`src/rtl/imem_program_loader_pkg.sv`:
```
// Shared definitions for the IMEM program loader: FSM state encoding and stream framing constants.
package imem_program_loader_pkg;

  localparam int unsigned LOAD_BYTES_PER_WORD = 4;

  typedef enum logic [2:0] {
    ST_IDLE   = 3'd0,
    ST_LEN_LO = 3'd1,
    ST_LEN_HI = 3'd2,
    ST_DATA   = 3'd3,
    ST_CHK    = 3'd4,
    ST_DONE   = 3'd5,
    ST_ERR    = 3'd6
  } load_state_t;

endpackage

```
`src/rtl/imem_program_loader_byte_word_packer.sv`:
```
// Little-endian byte-to-word packer: collects LOAD_BYTES_PER_WORD bytes and emits a registered
// word with a one-cycle word_valid pulse in the cycle after the final byte.
module byte_word_packer
  import imem_program_loader_pkg::*;
#(
  parameter int unsigned INSTR_WIDTH = 32
) (
  input  logic                   clk,
  input  logic                   rst,
  input  logic                   clear,
  input  logic                   byte_en,
  input  logic [7:0]             byte_data,
  output logic [1:0]             byte_idx,
  output logic                   word_valid,
  output logic [INSTR_WIDTH-1:0] word
);

  logic [INSTR_WIDTH-9:0] partial;

  always_ff @(posedge clk or posedge rst) begin
    if (rst) begin
      byte_idx   <= '0;
      partial    <= '0;
      word_valid <= 1'b0;
      word       <= '0;
    end else begin
      word_valid <= 1'b0;
      if (clear) begin
        byte_idx <= '0;
        partial  <= '0;
      end else if (byte_en) begin
        if (byte_idx == 2'(LOAD_BYTES_PER_WORD - 1)) begin
          // Final byte goes straight into the output word, lower bytes come from partial.
          word       <= {byte_data, partial};
          word_valid <= 1'b1;
          byte_idx   <= '0;
          partial    <= '0;
        end else begin
          case (byte_idx)
            2'd0:    partial[7:0]   <= byte_data;
            2'd1:    partial[15:8]  <= byte_data;
            default: partial[23:16] <= byte_data;
          endcase
          byte_idx <= byte_idx + 2'd1;
        end
      end
    end
  end

endmodule

```
`src/rtl/imem_program_loader.sv`:
```
// Length-prefixed byte-stream loader that writes packed 32-bit words into IMEM from address 0.
// Optional trailing XOR checksum byte is enabled by defining LOADER_CHECKSUM_EN.
module imem_program_loader
  import imem_program_loader_pkg::*;
#(
  parameter int unsigned INSTR_WIDTH = 32,
  parameter int unsigned IMEM_DEPTH  = 256,
  parameter int unsigned ADDR_WIDTH  = 8
) (
  input  logic                   CPU_clk,
  input  logic                   CPU_rst,
  input  logic                   Load_Start,
  input  logic [7:0]             Byte_Data,
  input  logic                   Byte_Valid,
  output logic                   Byte_Ready,
  output logic                   IMEM_WE,
  output logic [ADDR_WIDTH-1:0]  IMEM_WAddr,
  output logic [INSTR_WIDTH-1:0] IMEM_WData,
  output logic                   Load_Busy,
  output logic                   Load_Done,
  output logic                   Load_Error,
  output logic [ADDR_WIDTH:0]    Words_Loaded
);

  load_state_t            state, state_nxt;
  logic [7:0]             len_lo;
  logic [15:0]            word_count;
  logic [ADDR_WIDTH:0]    words_loaded;
  logic                   data_last;
  logic                   load_error;
  logic                   byte_fire;
  logic                   start_ok;
  logic                   data_byte;
  logic                   final_byte;
  logic [15:0]            len_rx;
  logic [1:0]             byte_idx;
  logic                   word_valid;
  logic [INSTR_WIDTH-1:0] packed_word;
`ifdef LOADER_CHECKSUM_EN
  logic [7:0]             checksum;
`endif

  assign byte_fire  = Byte_Valid & Byte_Ready;
  assign start_ok   = Load_Start && (state == ST_IDLE);
  assign data_byte  = byte_fire && (state == ST_DATA);
  assign len_rx     = {Byte_Data, len_lo};
  assign final_byte = data_byte && (byte_idx == 2'(LOAD_BYTES_PER_WORD - 1)) &&
                      ((16'(words_loaded) + 16'd1) == word_count);

  byte_word_packer #(
    .INSTR_WIDTH (INSTR_WIDTH)
  ) u_packer (
    .clk        (CPU_clk),
    .rst        (CPU_rst),
    .clear      (start_ok),
    .byte_en    (data_byte),
    .byte_data  (Byte_Data),
    .byte_idx   (byte_idx),
    .word_valid (word_valid),
    .word       (packed_word)
  );

  always_comb begin
    state_nxt = state;
    case (state)
      ST_IDLE:   if (Load_Start) state_nxt = ST_LEN_LO;
      ST_LEN_LO: if (byte_fire)  state_nxt = ST_LEN_HI;
      ST_LEN_HI: begin
        if (byte_fire) begin
          if (len_rx == 16'd0)                      state_nxt = ST_DONE;
          else if ({16'd0, len_rx} > IMEM_DEPTH)    state_nxt = ST_ERR;
          else                                      state_nxt = ST_DATA;
        end
      end
      ST_DATA: begin
        if (word_valid && data_last) begin
`ifdef LOADER_CHECKSUM_EN
          state_nxt = ST_CHK;
`else
          state_nxt = ST_DONE;
`endif
        end
      end
      ST_CHK: begin
`ifdef LOADER_CHECKSUM_EN
        if (byte_fire) state_nxt = (Byte_Data == checksum) ? ST_DONE : ST_ERR;
`else
        state_nxt = ST_IDLE;
`endif
      end
      ST_DONE:   state_nxt = ST_IDLE;
      ST_ERR:    state_nxt = ST_IDLE;
      default:   state_nxt = ST_IDLE;
    endcase
  end

  always_ff @(posedge CPU_clk or posedge CPU_rst) begin
    if (CPU_rst) begin
      state        <= ST_IDLE;
      len_lo       <= '0;
      word_count   <= '0;
      words_loaded <= '0;
      data_last    <= 1'b0;
      load_error   <= 1'b0;
    end else begin
      state <= state_nxt;
      if (start_ok) begin
        load_error   <= 1'b0;
        words_loaded <= '0;
        word_count   <= '0;
        data_last    <= 1'b0;
      end else begin
        if (byte_fire && (state == ST_LEN_LO)) len_lo     <= Byte_Data;
        if (byte_fire && (state == ST_LEN_HI)) word_count <= len_rx;
        // data_last stalls the stream until the last word's write cycle has retired.
        if (final_byte) data_last <= 1'b1;
        if (word_valid) begin
          words_loaded <= words_loaded + 1'b1;
          if (data_last) data_last <= 1'b0;
        end
        if (state_nxt == ST_ERR) load_error <= 1'b1;
      end
    end
  end

`ifdef LOADER_CHECKSUM_EN
  always_ff @(posedge CPU_clk or posedge CPU_rst) begin
    if (CPU_rst)        checksum <= '0;
    else if (start_ok)  checksum <= '0;
    else if (data_byte) checksum <= checksum ^ Byte_Data;
  end
`endif

  always_comb begin
    Byte_Ready = 1'b0;
    Load_Busy  = 1'b0;
    case (state)
      ST_LEN_LO, ST_LEN_HI: begin
        Byte_Ready = 1'b1;
        Load_Busy  = 1'b1;
      end
      ST_DATA: begin
        Byte_Ready = ~data_last;
        Load_Busy  = 1'b1;
      end
      ST_CHK: begin
        Byte_Ready = 1'b1;
        Load_Busy  = 1'b1;
      end
      default: begin
        Byte_Ready = 1'b0;
        Load_Busy  = 1'b0;
      end
    endcase
  end

  assign Load_Done    = (state == ST_DONE);
  assign Load_Error   = load_error;
  assign IMEM_WE      = word_valid;
  assign IMEM_WAddr   = words_loaded[ADDR_WIDTH-1:0];
  assign IMEM_WData   = packed_word;
  assign Words_Loaded = words_loaded;

endmodule

```
`config.mk`:
```
export PLATFORM = sky130hd
export DESIGN_NAME = imem_program_loader
export DESIGN_NICKNAME = d
export VERILOG_FILES = /design/src/rtl/imem_program_loader_pkg.sv /design/src/rtl/imem_program_loader_byte_word_packer.sv /design/src/rtl/imem_program_loader.sv
export SDC_FILE = /design/constraint.sdc
export NUM_CORES = 1
export LEC_CHECK = 0
export BUFFER_PORTS_ARGS = -buffer_cell sky130_fd_sc_hd__buf_4
export CAP_MARGIN = 15
export CORE_MARGIN = 5
export CORE_UTILIZATION = 56
export CTS_CLUSTER_DIAMETER = 100
export DETAILED_ROUTE_END_ITERATION = 10
export GPL_ROUTABILITY_DRIVEN = 0
export PLACE_DENSITY = 0.88
export SLEW_MARGIN = 40
export SYNTH_ARGS = -nofsm -noshare
export SYNTH_HDL_FRONTEND = slang
export SYNTH_SLANG_ARGS = --single-unit
```
`constraint.sdc`:
```
create_clock -name CPU_clk -period 3.29 [get_ports CPU_clk]
set_clock_uncertainty 0.15 [all_clocks]
set_input_delay 0.329 -clock CPU_clk [delete_from_list [all_inputs] [get_ports CPU_clk]]
set_output_delay 0.329 -clock CPU_clk [all_outputs]
set_load 0.03 [all_outputs]
```
==> qor.yml <==
worst_path_max_delay_cell: "a31oi_2"
grt_pass1_vias: 3104
yosysMostFrequentCell: "dfrtp_1"
yosysSeqAreaShare: 0.570
max_clock_freq_mhz: 438
initial_core_util: 0.581
cp_max_fo: 16
synth_seq_cells: 97
maxCapViolations: 0
place_area_um2: 4770
synth_area_leader_cell: "dfrtp_1"
first_iter_violations: 140
finalCritPeriodShare: 0.694
synthArstFlopShare: 1.00
cts_tree: "yes"
numCtsBuffers: 9
ioPinCount: 66
fin_setup_tns_ps: 0
num_antenna_cells: 0
vias_per_cell: 5.69
place_hpwl_mm: 6.52
clockRootBuffer: "clkbuf_8"
maxSlewHeadroom: 0.532
syn_area_per_cell_um2: 11.8
netlist_top_cells_count: "dfrtp_1 (97), nand2_1 (44), mux2_2 (40)"
clock_latency_ps: 360
wl_mm: 9.23
drc_errors: 0
portBuffers: 65
p_per_area_nw_per_um2: 741
synth.distinct_cells: 48
worstPathArrival_ps: 2390
grt.overflow.total: 0
crit_chain: "nor3_1 -> and2_1 -> a31oi_2 -> nand2_1 -> o21ai_0"
outcome: "finished, final reports clean"
ir_drop_mv: 0.378
grt_max_degree: 98
start_kind: "flip-flop"
yosysWarnings: 0
leakagePower_uw: 0.00243
cts_setup_buffers: 0
drive_gt1_frac: 0.317
clockBufferDepth: 2
nNetsFinal: 437
slew_viol_final: 0
drt-pass1-iter-count: 4
cp_slowest_stage_delay_ps: 650
vias: 2989
wl_per_cell_um: 17.6
h-tree-depth: 3
synth.area.top_cells: "dfrtp_1 (57%), mux2_2 (11%), nand2_1 (3.9%)"
core_area_um2: 7330
dieWidth_um: 97.2
n_fill_cell: 532
syn_nets: 378
syn-instance-count: 362
rsz0062_at_grt: "false"
grtUsageTotal: 0.204
drtAntennaViolNets: 0
cts.sinks: 97
final_area_um2: 5010
synth_top_area_share: 0.570
fin_crit_ps: 2280
rows: 31
chipHeight_um: 97.2
grt_first_pass_wirelength_mm: 15.7
clk_pin_slew_worst_paths_ps: 90
area_growth_syn_to_layout_pct: 17.7
worstSetupEndpointType: "flip-flop"
tightest_slew_ps: 700
yosys_most_used_dff: "dfrtp_1"
syn_area_um2: 4260
crit_type: "reg2reg"
dieArea_um2: 9450
synth_edf_count: 0
ctsResizeCount: 0
hp-class: "in2reg"
antenna_found_initial: 0
critPathRequiredTime_ps: 3400
hold_viol_final: 0
setup_viol: 0
power breakdown:
part	switching, uW	internal (uW)	total (uW)
clock network	427	443	870
logic	627	451	1080
registers	257	1510	1770
metrics by stage:
step	hold slack (ps)	util	power (uW)	instances	setup slack, ps
2_1_floorplan	293	-	2520	362	277
3_3_place_gp	311	0.650	2770	508	1210
3_5_place_dp	325	0.650	2860	508	1100
4_1_cts	78.9	0.684	3740	525	1030
5_1_grt	101	0.684	3950	525	833
6_report	97.5	0.684	3720	525	1010
timing repair:
action / in CTS / in global routing
endpoints found under the hold margin: 97 / 0
hold buffers: 1 / 0
setup endpoints to repair: 0 / 0
cells in the final DEF, fill, tap and decap left out, types with 2 or more instances in the layout:
cell       Yosys  routed
and3_1         3       3
a211oi_1       2       2
and2_1         3       3
nor3_1         7       7
xnor2_1        7       7
o32ai_1        2       2
bufinv_16      0       2
mux2i_1        2       2
o21ai_1        2       2
dfrtp_1       97      97
a22o_1        16      16
nand3_1        6       6
inv_1          6       5
nand2b_1       4       4
mux2_2        40      40
nand4_1        5       5
o21ai_0       30      30
nand2_1       44      44
ha_1           4       4
nor2_1        16      16
nor3b_1        2       2
nand3b_1       2       2
a21oi_1        6       6
clkbuf_8       0       9
xor2_1         9       9
buf_4         13      68
or3_1          3       3
nor4_1         4       4
final timing paths:
check | slack (ps) | to | depth (start not counted) | start
worst max register to register | 1010 | u_packer.partial[22] | 5 | state[1]
min in group asynchronous | 480 | Load_Error | 4 | CPU_rst
max in group asynchronous | 2130 | word_count[14] | 4 | CPU_rst
worst min-delay path | 100 | word_count[10] | 2 | Byte_Data[2]
worst min register to register | 340 | u_packer.partial[19] | 2 | u_packer.partial[19]
worst max-delay path | 1010 | u_packer.partial[22] | 5 | state[1]
sequential cells by signal (all words and copies together), names as in the netlist:
name / flops
u_packer.word: 32
u_packer.partial: 24
word_count: 16
Words_Loaded: 9
len_lo: 8
state: 3
u_packer.byte_idx: 2
Load_Error: 1
data_last: 1
u_packer.word_valid: 1
layout make-up:
| type | count | area [um^2] | share of cell area |
|---|---|---|---|
| Clock inverter | 7 | 113 | 0.0225 |
| Sequential cell | 97 | 2430 | 0.484 |
| Clock buffer | 9 | 124 | 0.0247 |
| Inverter | 6 | 23.8 | 0.00474 |
| Multi-Input combinational cell | 237 | 1660 | 0.332 |
| Timing Repair Buffer | 70 | 541 | 0.108 |
| Tap cell | 99 | 124 | 0.0247 |
per-layer routing:
metal / wire, um / up-vias / GRT usage
li1: - / 1392 / -
met1: 3850 / 1492 / 0.267
met2: 4620 / 86 / 0.337
met3: 585 / 19 / 0.0459
met4: 171 / 0 / 0.0745
met5: 0 / - / 0
kinds of logic after synthesis:
group                    after synthesis  synth area share
AO/OA/AOI/OAI                         67             0.105
XOR/XNOR                              16            0.0329
adder cells (fa/ha/maj)                4            0.0118
buffers and inverters                 28            0.0397
flip-flops                            97             0.570
multiplexers                          42             0.110
AND/OR/NAND/NOR                      108             0.130
critical path: cells and delay by family (launching register included):
kind               cells  cell delay [ps]
AOI/OAI and AO/OA      2              800
DFF                    1              560
and+or+nand+nor        3              660
(Power assumes the default switching activity.)
